**src/rtl/conv_pkg.sv**
```systemverilog
// rtl/conv_pkg.sv - shared types and constants for the binary-convolution run sequencer
package conv_pkg;

  typedef enum logic [2:0] {
    IDLE,
    W_CAP,
    H_ROWS,
    H_COLS,
    ROWS,
    DRAIN
  } state_t;

  localparam logic [15:0] END_WORD    = 16'h00FF;
  localparam int          WEIGHT_ADDR = 1;
  localparam int          KERNEL_DIM  = 3;
  localparam int          MIN_DIM     = 3;
  localparam int          MAX_COLS    = 16;
  localparam int          HDR_WORDS   = 2;

endpackage

```
**src/rtl/conv_write_tracker.sv**
```systemverilog
// rtl/conv_write_tracker.sv - outstanding-result counter and output SRAM write port
module conv_write_tracker #(
  parameter int ADDR_W = 12,
  parameter int DATA_W = 16,
  parameter int PEND_W = 4
) (
  input  logic              clk,
  input  logic              reset_b,
  input  logic              clear,
  input  logic              inc,
  input  logic              dp_out_valid,
  input  logic [DATA_W-1:0] dp_out_data,
  output logic [PEND_W-1:0] pending,
  output logic [ADDR_W-1:0] write_address,
  output logic [DATA_W-1:0] write_data,
  output logic              write_enable
);

  logic [ADDR_W-1:0] waddr;
  logic              accept;

  // A result is only taken when a counted row is outstanding; anything else is dropped.
  assign accept = dp_out_valid && (pending != '0);

  // Register the write strobe/data one cycle after the result and track outstanding rows.
  always_ff @(posedge clk) begin
    if (reset_b) begin
      pending       <= '0;
      waddr         <= '0;
      write_address <= '0;
      write_data    <= '0;
      write_enable  <= 1'b0;
    end else begin
      write_enable <= accept;
      if (accept) begin
        write_address <= waddr;
        write_data    <= dp_out_data;
      end
      if (clear) begin
        waddr   <= '0;
        pending <= '0;
      end else begin
        if (accept) begin
          waddr <= waddr + ADDR_W'(1);
        end
        if (inc && !accept && !(&pending)) begin
          pending <= pending + PEND_W'(1);
        end else if (accept && !inc) begin
          pending <= pending - PEND_W'(1);
        end
      end
    end
  end

endmodule

```
**src/rtl/conv_run_sequencer.sv**
```systemverilog
// rtl/conv_run_sequencer.sv - run/busy FSM, weight and image-list walker (optional CONV_SEQ_PERF_EN perf counters)
module conv_run_sequencer #(
  parameter int                ADDR_W   = 12,
  parameter int                DATA_W   = 16,
  parameter logic [DATA_W-1:0] END_WORD = conv_pkg::END_WORD,
  parameter int                PEND_W   = 4
) (
  input  logic              clk,
  input  logic              reset_b,
  input  logic              dut_run,
  output logic              dut_busy,
  output logic [ADDR_W-1:0] dut_wmem_read_address,
  input  logic [DATA_W-1:0] wmem_dut_read_data,
  output logic [ADDR_W-1:0] dut_sram_read_address,
  input  logic [DATA_W-1:0] sram_dut_read_data,
  output logic [ADDR_W-1:0] dut_sram_write_address,
  output logic [DATA_W-1:0] dut_sram_write_data,
  output logic              dut_sram_write_enable,
  output logic              load_weights,
  output logic [8:0]        weights_data,
  output logic              image_start,
  output logic [4:0]        ncols,
  output logic              row_push,
  output logic [DATA_W-1:0] row_data,
  input  logic              dp_out_valid,
  input  logic [DATA_W-1:0] dp_out_data
`ifdef CONV_SEQ_PERF_EN
  ,
  output logic [15:0]       perf_cycles,
  output logic [7:0]        perf_images
`endif
);

  import conv_pkg::*;

  state_t            state, state_n;
  logic              busy_q, busy_n;
  logic [ADDR_W-1:0] wmem_addr_q, wmem_addr_n;
  logic [ADDR_W-1:0] sram_addr_q, sram_addr_n;
  logic [ADDR_W-1:0] base_q, base_n;
  logic [DATA_W-1:0] nrows_q, nrows_n;
  logic [DATA_W-1:0] rowcnt_q, rowcnt_n;
  logic [8:0]        weights_q, weights_n;
  logic              load_w_q, load_w_n;
  logic              img_start_q, img_start_n;
  logic [4:0]        ncols_q, ncols_n;
  logic              push_q, push_n;
  logic [DATA_W-1:0] row_data_q, row_data_n;
  logic              run_accept;
  logic              push_count;
  logic [PEND_W-1:0] pending;
  logic [4:0]        cols_clamped;
  logic [ADDR_W-1:0] next_base;
  logic              unused_wmem_bits;

  // Only the 3x3 kernel bits of the weight word are meaningful.
  assign unused_wmem_bits = &{1'b0, wmem_dut_read_data[DATA_W-1:9]};

  // Any ncols word above the physical row width collapses to the maximum.
  assign cols_clamped = (sram_dut_read_data > DATA_W'(MAX_COLS)) ? 5'(MAX_COLS)
                                                                  : sram_dut_read_data[4:0];
  // The next header sits right after this image's rows.
  assign next_base = base_q + ADDR_W'(HDR_WORDS) + nrows_q[ADDR_W-1:0];

  // Next-state and next-output decode; every register holds unless a state says otherwise.
  always_comb begin
    state_n     = state;
    busy_n      = busy_q;
    wmem_addr_n = wmem_addr_q;
    sram_addr_n = sram_addr_q;
    base_n      = base_q;
    nrows_n     = nrows_q;
    rowcnt_n    = rowcnt_q;
    weights_n   = weights_q;
    ncols_n     = ncols_q;
    row_data_n  = row_data_q;
    load_w_n    = 1'b0;
    img_start_n = 1'b0;
    push_n      = 1'b0;
    run_accept  = 1'b0;
    push_count  = 1'b0;
    case (state)
      IDLE: begin
        if (dut_run) begin
          run_accept  = 1'b1;
          busy_n      = 1'b1;
          wmem_addr_n = ADDR_W'(WEIGHT_ADDR);
          base_n      = '0;
          state_n     = W_CAP;
        end
      end
      W_CAP: begin
        weights_n   = wmem_dut_read_data[8:0];
        load_w_n    = 1'b1;
        sram_addr_n = base_q;
        state_n     = H_ROWS;
      end
      H_ROWS: begin
        if (sram_dut_read_data == END_WORD) begin
          state_n = DRAIN;
        end else begin
          nrows_n     = sram_dut_read_data;
          sram_addr_n = base_q + ADDR_W'(1);
          state_n     = H_COLS;
        end
      end
      H_COLS: begin
        ncols_n = cols_clamped;
        if ((nrows_q < DATA_W'(MIN_DIM)) || (cols_clamped < 5'(MIN_DIM))) begin
          base_n      = next_base;
          sram_addr_n = next_base;
          state_n     = H_ROWS;
        end else begin
          img_start_n = 1'b1;
          sram_addr_n = base_q + ADDR_W'(HDR_WORDS);
          rowcnt_n    = '0;
          state_n     = ROWS;
        end
      end
      ROWS: begin
        push_n      = 1'b1;
        row_data_n  = sram_dut_read_data;
        sram_addr_n = sram_addr_q + ADDR_W'(1);
        rowcnt_n    = rowcnt_q + DATA_W'(1);
        // The first KERNEL_DIM-1 rows of an image only fill the window.
        push_count  = (rowcnt_q >= DATA_W'(KERNEL_DIM - 1));
        if (rowcnt_q == nrows_q - DATA_W'(1)) begin
          base_n      = next_base;
          sram_addr_n = next_base;
          state_n     = H_ROWS;
        end
      end
      DRAIN: begin
        if ((pending == '0) && !dut_sram_write_enable) begin
          busy_n  = 1'b0;
          state_n = IDLE;
        end
      end
      default: state_n = IDLE;
    endcase
  end

  // FSM state register.
  always_ff @(posedge clk) begin
    if (reset_b) begin
      state <= IDLE;
    end else begin
      state <= state_n;
    end
  end

  // Registered addresses, header fields and datapath strobes.
  always_ff @(posedge clk) begin
    if (reset_b) begin
      busy_q      <= 1'b0;
      wmem_addr_q <= '0;
      sram_addr_q <= '0;
      base_q      <= '0;
      nrows_q     <= '0;
      rowcnt_q    <= '0;
      weights_q   <= '0;
      load_w_q    <= 1'b0;
      img_start_q <= 1'b0;
      ncols_q     <= '0;
      push_q      <= 1'b0;
      row_data_q  <= '0;
    end else begin
      busy_q      <= busy_n;
      wmem_addr_q <= wmem_addr_n;
      sram_addr_q <= sram_addr_n;
      base_q      <= base_n;
      nrows_q     <= nrows_n;
      rowcnt_q    <= rowcnt_n;
      weights_q   <= weights_n;
      load_w_q    <= load_w_n;
      img_start_q <= img_start_n;
      ncols_q     <= ncols_n;
      push_q      <= push_n;
      row_data_q  <= row_data_n;
    end
  end

  conv_write_tracker #(
    .ADDR_W(ADDR_W),
    .DATA_W(DATA_W),
    .PEND_W(PEND_W)
  ) u_write_tracker (
    .clk          (clk),
    .reset_b      (reset_b),
    .clear        (run_accept),
    .inc          (push_count),
    .dp_out_valid (dp_out_valid),
    .dp_out_data  (dp_out_data),
    .pending      (pending),
    .write_address(dut_sram_write_address),
    .write_data   (dut_sram_write_data),
    .write_enable (dut_sram_write_enable)
  );

  assign dut_busy              = busy_q;
  assign dut_wmem_read_address = wmem_addr_q;
  assign dut_sram_read_address = sram_addr_q;
  assign load_weights          = load_w_q;
  assign weights_data          = weights_q;
  assign image_start           = img_start_q;
  assign ncols                 = ncols_q;
  assign row_push              = push_q;
  assign row_data              = row_data_q;

`ifdef CONV_SEQ_PERF_EN
  // Busy-cycle and processed-image counters; cleared on a new run, frozen once idle.
  always_ff @(posedge clk) begin
    if (reset_b || run_accept) begin
      perf_cycles <= '0;
      perf_images <= '0;
    end else begin
      if (busy_q && !(&perf_cycles)) begin
        perf_cycles <= perf_cycles + 16'd1;
      end
      if (img_start_q && !(&perf_images)) begin
        perf_images <= perf_images + 8'd1;
      end
    end
  end
`endif

endmodule

```
**config.mk**
```make
export PLATFORM = sky130hd
export DESIGN_NAME = conv_run_sequencer
export DESIGN_NICKNAME = d
export VERILOG_FILES = /design/src/rtl/conv_pkg.sv /design/src/rtl/conv_write_tracker.sv /design/src/rtl/conv_run_sequencer.sv
export SDC_FILE = /design/constraint.sdc
export NUM_CORES = 1
export LEC_CHECK = 0
export ABC_CLOCK_PERIOD_IN_PS = 3900
export BUFFER_PORTS_ARGS = -buffer_cell sky130_fd_sc_hd__buf_4
export CAP_MARGIN = 0
export CORE_MARGIN = 5
export CORE_UTILIZATION = 30
export DETAILED_ROUTE_END_ITERATION = 10
export PLACE_DENSITY = 0.46
export SLEW_MARGIN = 20
export SYNTH_ARGS = -nofsm -noshare
export SYNTH_HDL_FRONTEND = slang
export SYNTH_HIERARCHICAL = 1
export SYNTH_SLANG_ARGS = --single-unit
```
**constraint.sdc**
```tcl
create_clock -name clk -period 3.9 [get_ports clk]
set_input_delay 0.195 -clock clk [delete_from_list [all_inputs] [get_ports clk]]
set_output_delay 0.195 -clock clk [all_outputs]
set_load 0.03 [all_outputs]
```
; Word level (Yosys, flattened, before mapping)
; Cells that the tools add are included.
[classes]
add_sub_neg = 9
magnitude_cmp = 4
n_eq_ne = 13
n_mux = 28
bitwise_logic = 2
reduce_logical = 28
[ops]
columns = op, n
row1 = two-way mux 12 bit, 6
row2 = one-hot mux 12 bit (4 select lines), 1
row3 = adder 12 x 1 -> 12 bit (second input constant), 3
row4 = one-hot mux 12 bit (3 select lines), 1
row5 = one-hot mux 16 bit (2 select lines), 1
row6 = one-hot mux 3 bit (6 select lines), 1
row7 = adder 16 x 1 -> 16 bit (second input constant), 1
row8 = equality test 16 bit, 1
row9 = equality test 16 x 8 -> 1 bit (second input constant), 1
row10 = >= comparator 16 x 2 -> 1 bit (second input constant), 1
row11 = > comparator 16 x 5 -> 1 bit (second input constant), 1
row12 = less-than comparator 16 x 2 -> 1 bit (second input constant), 1
row13 = two-way mux 16 bit, 1
row14 = subtractor 16 x 1 -> 16 bit (second input constant), 1
row15 = two-way mux 3 bit, 5
row16 = adder 12 bit, 1
row17 = adder 12 x 2 -> 12 bit (second input constant), 1
row18 = != test 2 bit (second input constant), 6
row19 = two-way mux 1 bit, 8
row20 = two-way mux 4 bit, 2
row21 = AND reduction 2 bit, 4
row22 = AND reduction 4 bit, 2
row23 = nonzero test 4 bit, 2
row24 = equality test 3 x 2 -> 1 bit (second input constant), 2
row25 = other kinds (17), 30
[word_totals]
regBits = 139
input_bits = 52
out_inout_bits = 87

; Depth between registers and ports, before layout
[depth]
ltp_word = 6
depth_mapped = 13
depth_no_buf = 12

; By module
; Netlist, hierarchy kept.
[by_module_without_submodules]
columns = module, instances, cells_per_inst, area_each_um2, seq_area_each_um2
row1 = conv_run_sequencer, 1, 722, 5730.5, 1881.8
row2 = conv_write_tracker, 1, 225, 1881.8, 900.9

; Worst setup path before layout
; Ideal clock, no wire load.
[synth_timing]
path_kind = register to register
start = reg base_q[1]
end = reg sram_addr_q[10] (netlist: dut_sram_read_address[10])
setup_time_ns = 0.112
arrival_time_ns = 2.837
slack_ns = 0.951
stages_incl_launch_ff = 13
n_path_buf = 1
period_less_slack_ns = 2.949
path_cell_list = dfxtp_1 -> ha_1 -> clkbuf_1 -> nand3_1 -> xnor2_1 -> ha_1 -> or3_1 -> o22ai_1 -> a211oi_1 -> o21a_1 -> o21ai_0 -> o311ai_0 -> a2111oi_1
[synth_via]
elab_chain_cells = 4
word_cells_on_any_way = 7
cone_classes = 3 x add/sub / 4 x mux
[synth_rtl]
columns = element, line_no
row1 = "start, declared", conv_run_sequencer.sv:40  ; logic [ADDR_W-1:0] base_q, base_n;
row2 = "start signal, assigned", conv_run_sequencer.sv:171  ; base_q <= base_n;
row3 = adder 12 x 2 -> 12 bit, "conv_run_sequencer.sv:63, conv_run_sequencer.sv:115"
row4 = adder 12 bit, conv_run_sequencer.sv:63  ; assign next_base = base_q + ADDR_W'(HDR_WORDS) + nrows_q[ADDR_W-1:0];
row5 = "two-way mux 12 bit, on equally long branches", "conv_run_sequencer.sv:127, conv_run_sequencer.sv:109"
row6 = one-hot mux 12 bit (4 select lines) *, conv_run_sequencer.sv:82  ; case (state)
row7 = "end signal, assigned", conv_run_sequencer.sv:170  ; sram_addr_q <= sram_addr_n;
row8 = "end, declared", conv_run_sequencer.sv:39  ; logic [ADDR_W-1:0] sram_addr_q, sram_addr_n;
; Mark *: on every way between the ends. The rest lies on a longest branch, timed or not. The select of a mux whose other input is x is not followed.
; A chain may end at the register's enable or synchronous reset.

; Worst setup path after layout
[layout_timing]
start = reg nrows_q[1]
end = reg sram_addr_q[10] (netlist: dut_sram_read_address[10])
[layout_via]
elab_chain_cells = 4
word_cells_on_any_way = 8
cone_classes = 2 x add/sub / 1 x order compare / 1 x eq/ne / 3 x mux / 1 x reduce/logical
[layout_rtl]
columns = element, line_no
row1 = "start, declared", conv_run_sequencer.sv:41  ; logic [DATA_W-1:0] nrows_q, nrows_n;
row2 = "start signal, assigned", conv_run_sequencer.sv:172  ; nrows_q <= nrows_n;
row3 = subtractor 16 x 1 -> 16 bit / less-than comparator 16 x 2 -> 1 bit (equally long branches), "conv_run_sequencer.sv:127, conv_run_sequencer.sv:109"
row4 = equality test 16 bit / logical OR 1 bit (equally long branches), "conv_run_sequencer.sv:127, conv_run_sequencer.sv:109"
row5 = "two-way mux 12 bit, on equally long branches", "conv_run_sequencer.sv:127, conv_run_sequencer.sv:109"
row6 = one-hot mux 12 bit (4 select lines) *, conv_run_sequencer.sv:82
; Mark *: on every way between the ends. The rest lies on a longest branch, timed or not.

==> metrics <==
status=completed; # IOs=~140; adder-cell share of the synthesized area=0.03978; Max VDD drop=approximately 240 µV; post-cts repair resize count=0; fmax=between 300 and 400 MHz; met2 usage=0.2591; worst hold path depth=3; xor/xnor share of the synthesized area=0.06903; Slew Limit Headroom=0.3756; Post-Synthesis Cells=approximately 950; Synth Area in Simple Gates=0.2492; R2R Setup Slk=0.66 ns; Primary FF master, synth=dfxtp_1; capturing point of the worst reg2reg path=dut_sram_read_address[10]$_SDFFE_PP0P_; Die Ht=approximately 170 µm; Via Count=around 7000; row cnt=between 50 and 60; dpl cells=1353; RSZ-0062 raised after global routing=false; clock slew at reported path FFs=0.06 ns; CTS tree=yes; Core Area=25110 µm²; leading cell types in the layout, fill and taps excluded=nand2_1 (145), dfxtp_1 (139), buf_4 (139), nor2_1 (101), a21oi_1 (79); number of synthesized flops with an enable pin=0; # setup viols final=0; register area share after synthesis=0.3655; HP Start=dp_out_data[4]; die width=about 170 µm; largest net degree at the start of global routing=84; maximum fanout along the worst path=14; initial antenna violation count=1; 1st-iter DRT viols=between 300 and 400; Pre-antenna DRT Iters=5; drc violations=0; Post-CTS Hold Fix Bufs=19; Critical Path AT=3.55 ns; Mean Syn Cell Area=~8.0 µm²; layout net count=roughly 1100; path depth of the worst reg2reg path=10; final period utilization=0.8310; Min-Delay Path Class=in -> reg; crit path capture type=flop; first-pass GRT wire length=approximately 37 mm; Synth Area in Compound Gates=0.1843; later-pin clock latency in the skew report=~0.43 ns; Placer Congestion=between 0.8 and 0.9; # diodes=0; crit-path leading delay family=compound AO/OA/AOI/OAI gates; Top Usage Layer GRT=met2; total wire length=22.28 mm; slowest stage cell, crit path=a2111oi_1; crit path time final=roughly 3.2 ns; actual slew at the worst max-slew pin=approximately 0.94 ns; Post-synth ARST share=0; root buffer cell=clkbuf_16; CP Class=reg -> reg; PortBufs=120; share of cells above drive strength 1=0.1799; Syn. warnings=6; DR vias/cell=between 4 and 5; worst path required time=~4.2 ns; Yosys cell types=73; clk sinks=139; Layout area overhead=25.03%; pwr dens=between 400 and 500 nW/µm²; Die ar.=approximately 29000 µm²; DR WL/cell=~16 µm; total negative setup slack=0 ns; Fin. Hold Viols=0; Initial Utilization=0.3032; Startpoint Class=flop; GRT met3 Usage=0.03564; crit-path cells=inv_1 -> ha_1 -> nor4b_4 -> nand3_1 -> nor4_1 -> o2111ai_1 -> nor2_1 -> o2bb2ai_2 -> o311ai_0 -> a2111oi_1; maxcap violations=0; Final Non-Filler Cells=between 1000 and 1500; most common cell after layout, fill and taps aside=nand2_1; Crit Reg-Reg Startpoint=nrows_q[1]$_SDFFE_PP0P_; synthesis-stage register bit count=approximately 140; worst-case clock buffer depth=2; Total GRT Usage=0.1566; Congestion Overflow GR=0; mux share of post-synthesis cell area=0.03567; netlist area before placement=7612 µm²; largest family of logic cells by synthesized area=simple AND/OR/NAND/NOR gates; skew final=0.01217 ns; post-route antenna net violation count=0; vias in the first global route=roughly 6800; worst path bufs/invs=1; postcts setup bufs=0; H-Tree Depth=4; Final Max Tran Viols=0; DP HPWL=between 15 and 20 mm; biggest cell delay along the critical path=0.44 ns; Pleak=about 0.0037 µW; grt met1 use=0.2072; Hold EP=u_write_tracker/write_data[4]$_SDFFE_PP0P_; total CTS buffers=17
## worst max-delay path by stage
stage,slack (ns),endpoint,cells past startpoint,startpoint
2_1_floorplan,0.95,dut_sram_read_address[10]$_SDFFE_PP0P_,12,base_q[1]$_SDFFE_PP0P_
3_3_place_gp,0.77,dut_sram_read_address[10]$_SDFFE_PP0P_,10,nrows_q[1]$_SDFFE_PP0P_
3_5_place_dp,0.70,dut_sram_read_address[10]$_SDFFE_PP0P_,10,nrows_q[1]$_SDFFE_PP0P_
4_1_cts,0.67,dut_sram_read_address[10]$_SDFFE_PP0P_,10,nrows_q[1]$_SDFFE_PP0P_
5_1_grt,0.28,dut_sram_read_address[10]$_SDFFE_PP0P_,10,nrows_q[1]$_SDFFE_PP0P_
6_report,0.66,dut_sram_read_address[10]$_SDFFE_PP0P_,10,nrows_q[1]$_SDFFE_PP0P_
## layout make-up
type	instances	area, µm²
tap	330	412.9
fill	2649	15590
clock inverter	13	131.4
timing repair buffer	158	1234
multi-input combinational	728	4454
sequential	139	2783
inverter	17	63.81
clock buffer	18	439.2
## cells in the mapped netlist (4+ instances only)
cell / count / area [µm²]
nand3_1: 31 / 155.2
a22oi_1: 7 / 52.55
a311oi_1: 8 / 70.07
clkbuf_1: 40 / 150.1
nand2b_1: 19 / 118.9
or3_1: 7 / 43.79
a221oi_1: 5 / 43.79
buf_4: 14 / 105.1
o211ai_1: 4 / 30.03
nor3_1: 24 / 120.1
buf_1: 5 / 18.77
o21ai_0: 28 / 140.1
buf_2: 10 / 50.05
mux2i_1: 26 / 260.3
inv_1: 17 / 63.81
xnor2_1: 36 / 315.3
o31ai_1: 4 / 30.03
nand4_1: 16 / 100.1
a31oi_1: 8 / 50.05
a2111oi_2: 6 / 90.09
and3_1: 12 / 75.07
dfxtp_1: 139 / 2783
nor2_1: 102 / 382.9
o21a_1: 4 / 30.03
nor4_1: 12 / 75.07
o22ai_1: 13 / 81.33
a21oi_1: 79 / 395.4
nand3b_1: 4 / 30.03
a211oi_1: 13 / 97.59
ha_1: 21 / 262.8
nand2_1: 145 / 544.3
xor2_1: 24 / 210.2
## per-layer routing
| metal | up-vias | part of all wire |
|---|---|---|
| li1 | 3563 | - |
| met1 | 3297 | 0.47 |
| met5 | - | 0 |
| met3 | 16 | 0.038 |
| met4 | 0 | 0.011 |
| met2 | 107 | 0.48 |
## power breakdown
group	internal, µW	total (µW)	switching (µW)
Combinational	492	1290	798
Sequential	1540	1690	144
Clock	907	1590	679
## per-stage QoR
stage | setup WS, ns | util | instance area (µm²) | hold slack, ns | total power, µW
after floorplan | 0.9514 | - | 7650 | 0.3310 | 2620
after global placement | 0.7748 | 0.3487 | 8755 | 0.4273 | 2999
after detailed placement | 0.6979 | 0.3487 | 8755 | 0.4430 | 3007
after CTS | 0.6744 | 0.3790 | 9515 | 0.0000004163 | 4640
after global routing | 0.2840 | 0.3791 | 9518 | 0.008700 | 4843
final | 0.6592 | 0.3791 | 9518 | 0.01872 | 4561
## state kept, by name, indices dropped and copies added (netlist names)
name,count
nrows_q,16
row_data,16
rowcnt_q,16
u_write_tracker/write_data,16
base_q,12
dut_sram_read_address,12
u_write_tracker/waddr,12
u_write_tracker/write_address,12
weights_data,9
ncols,5
u_write_tracker/pending,4
state,3
dut_busy,1
dut_wmem_read_address,1
image_start,1
load_weights,1
row_push,1
u_write_tracker/write_enable,1
## tightest hold or removal path: cells and delay by family
kind                   cells  cell delay, ns
AND/OR/NAND/NOR            1            0.04
buffers and inverters      1            0.11
AO/OA/AOI/OAI              1            0.05
## cell families (layout without fill, tap and decap cells)
family | after synthesis | count (layout)
compound gates | 209 | 209
flops | 139 | 139
simple gates | 398 | 398
xor+xnor | 60 | 60
fa+ha+maj | 23 | 23
other cells | 1 | 11
buf+inv | 90 | 206
mux | 27 | 27
(Power assumes the default switching activity.)
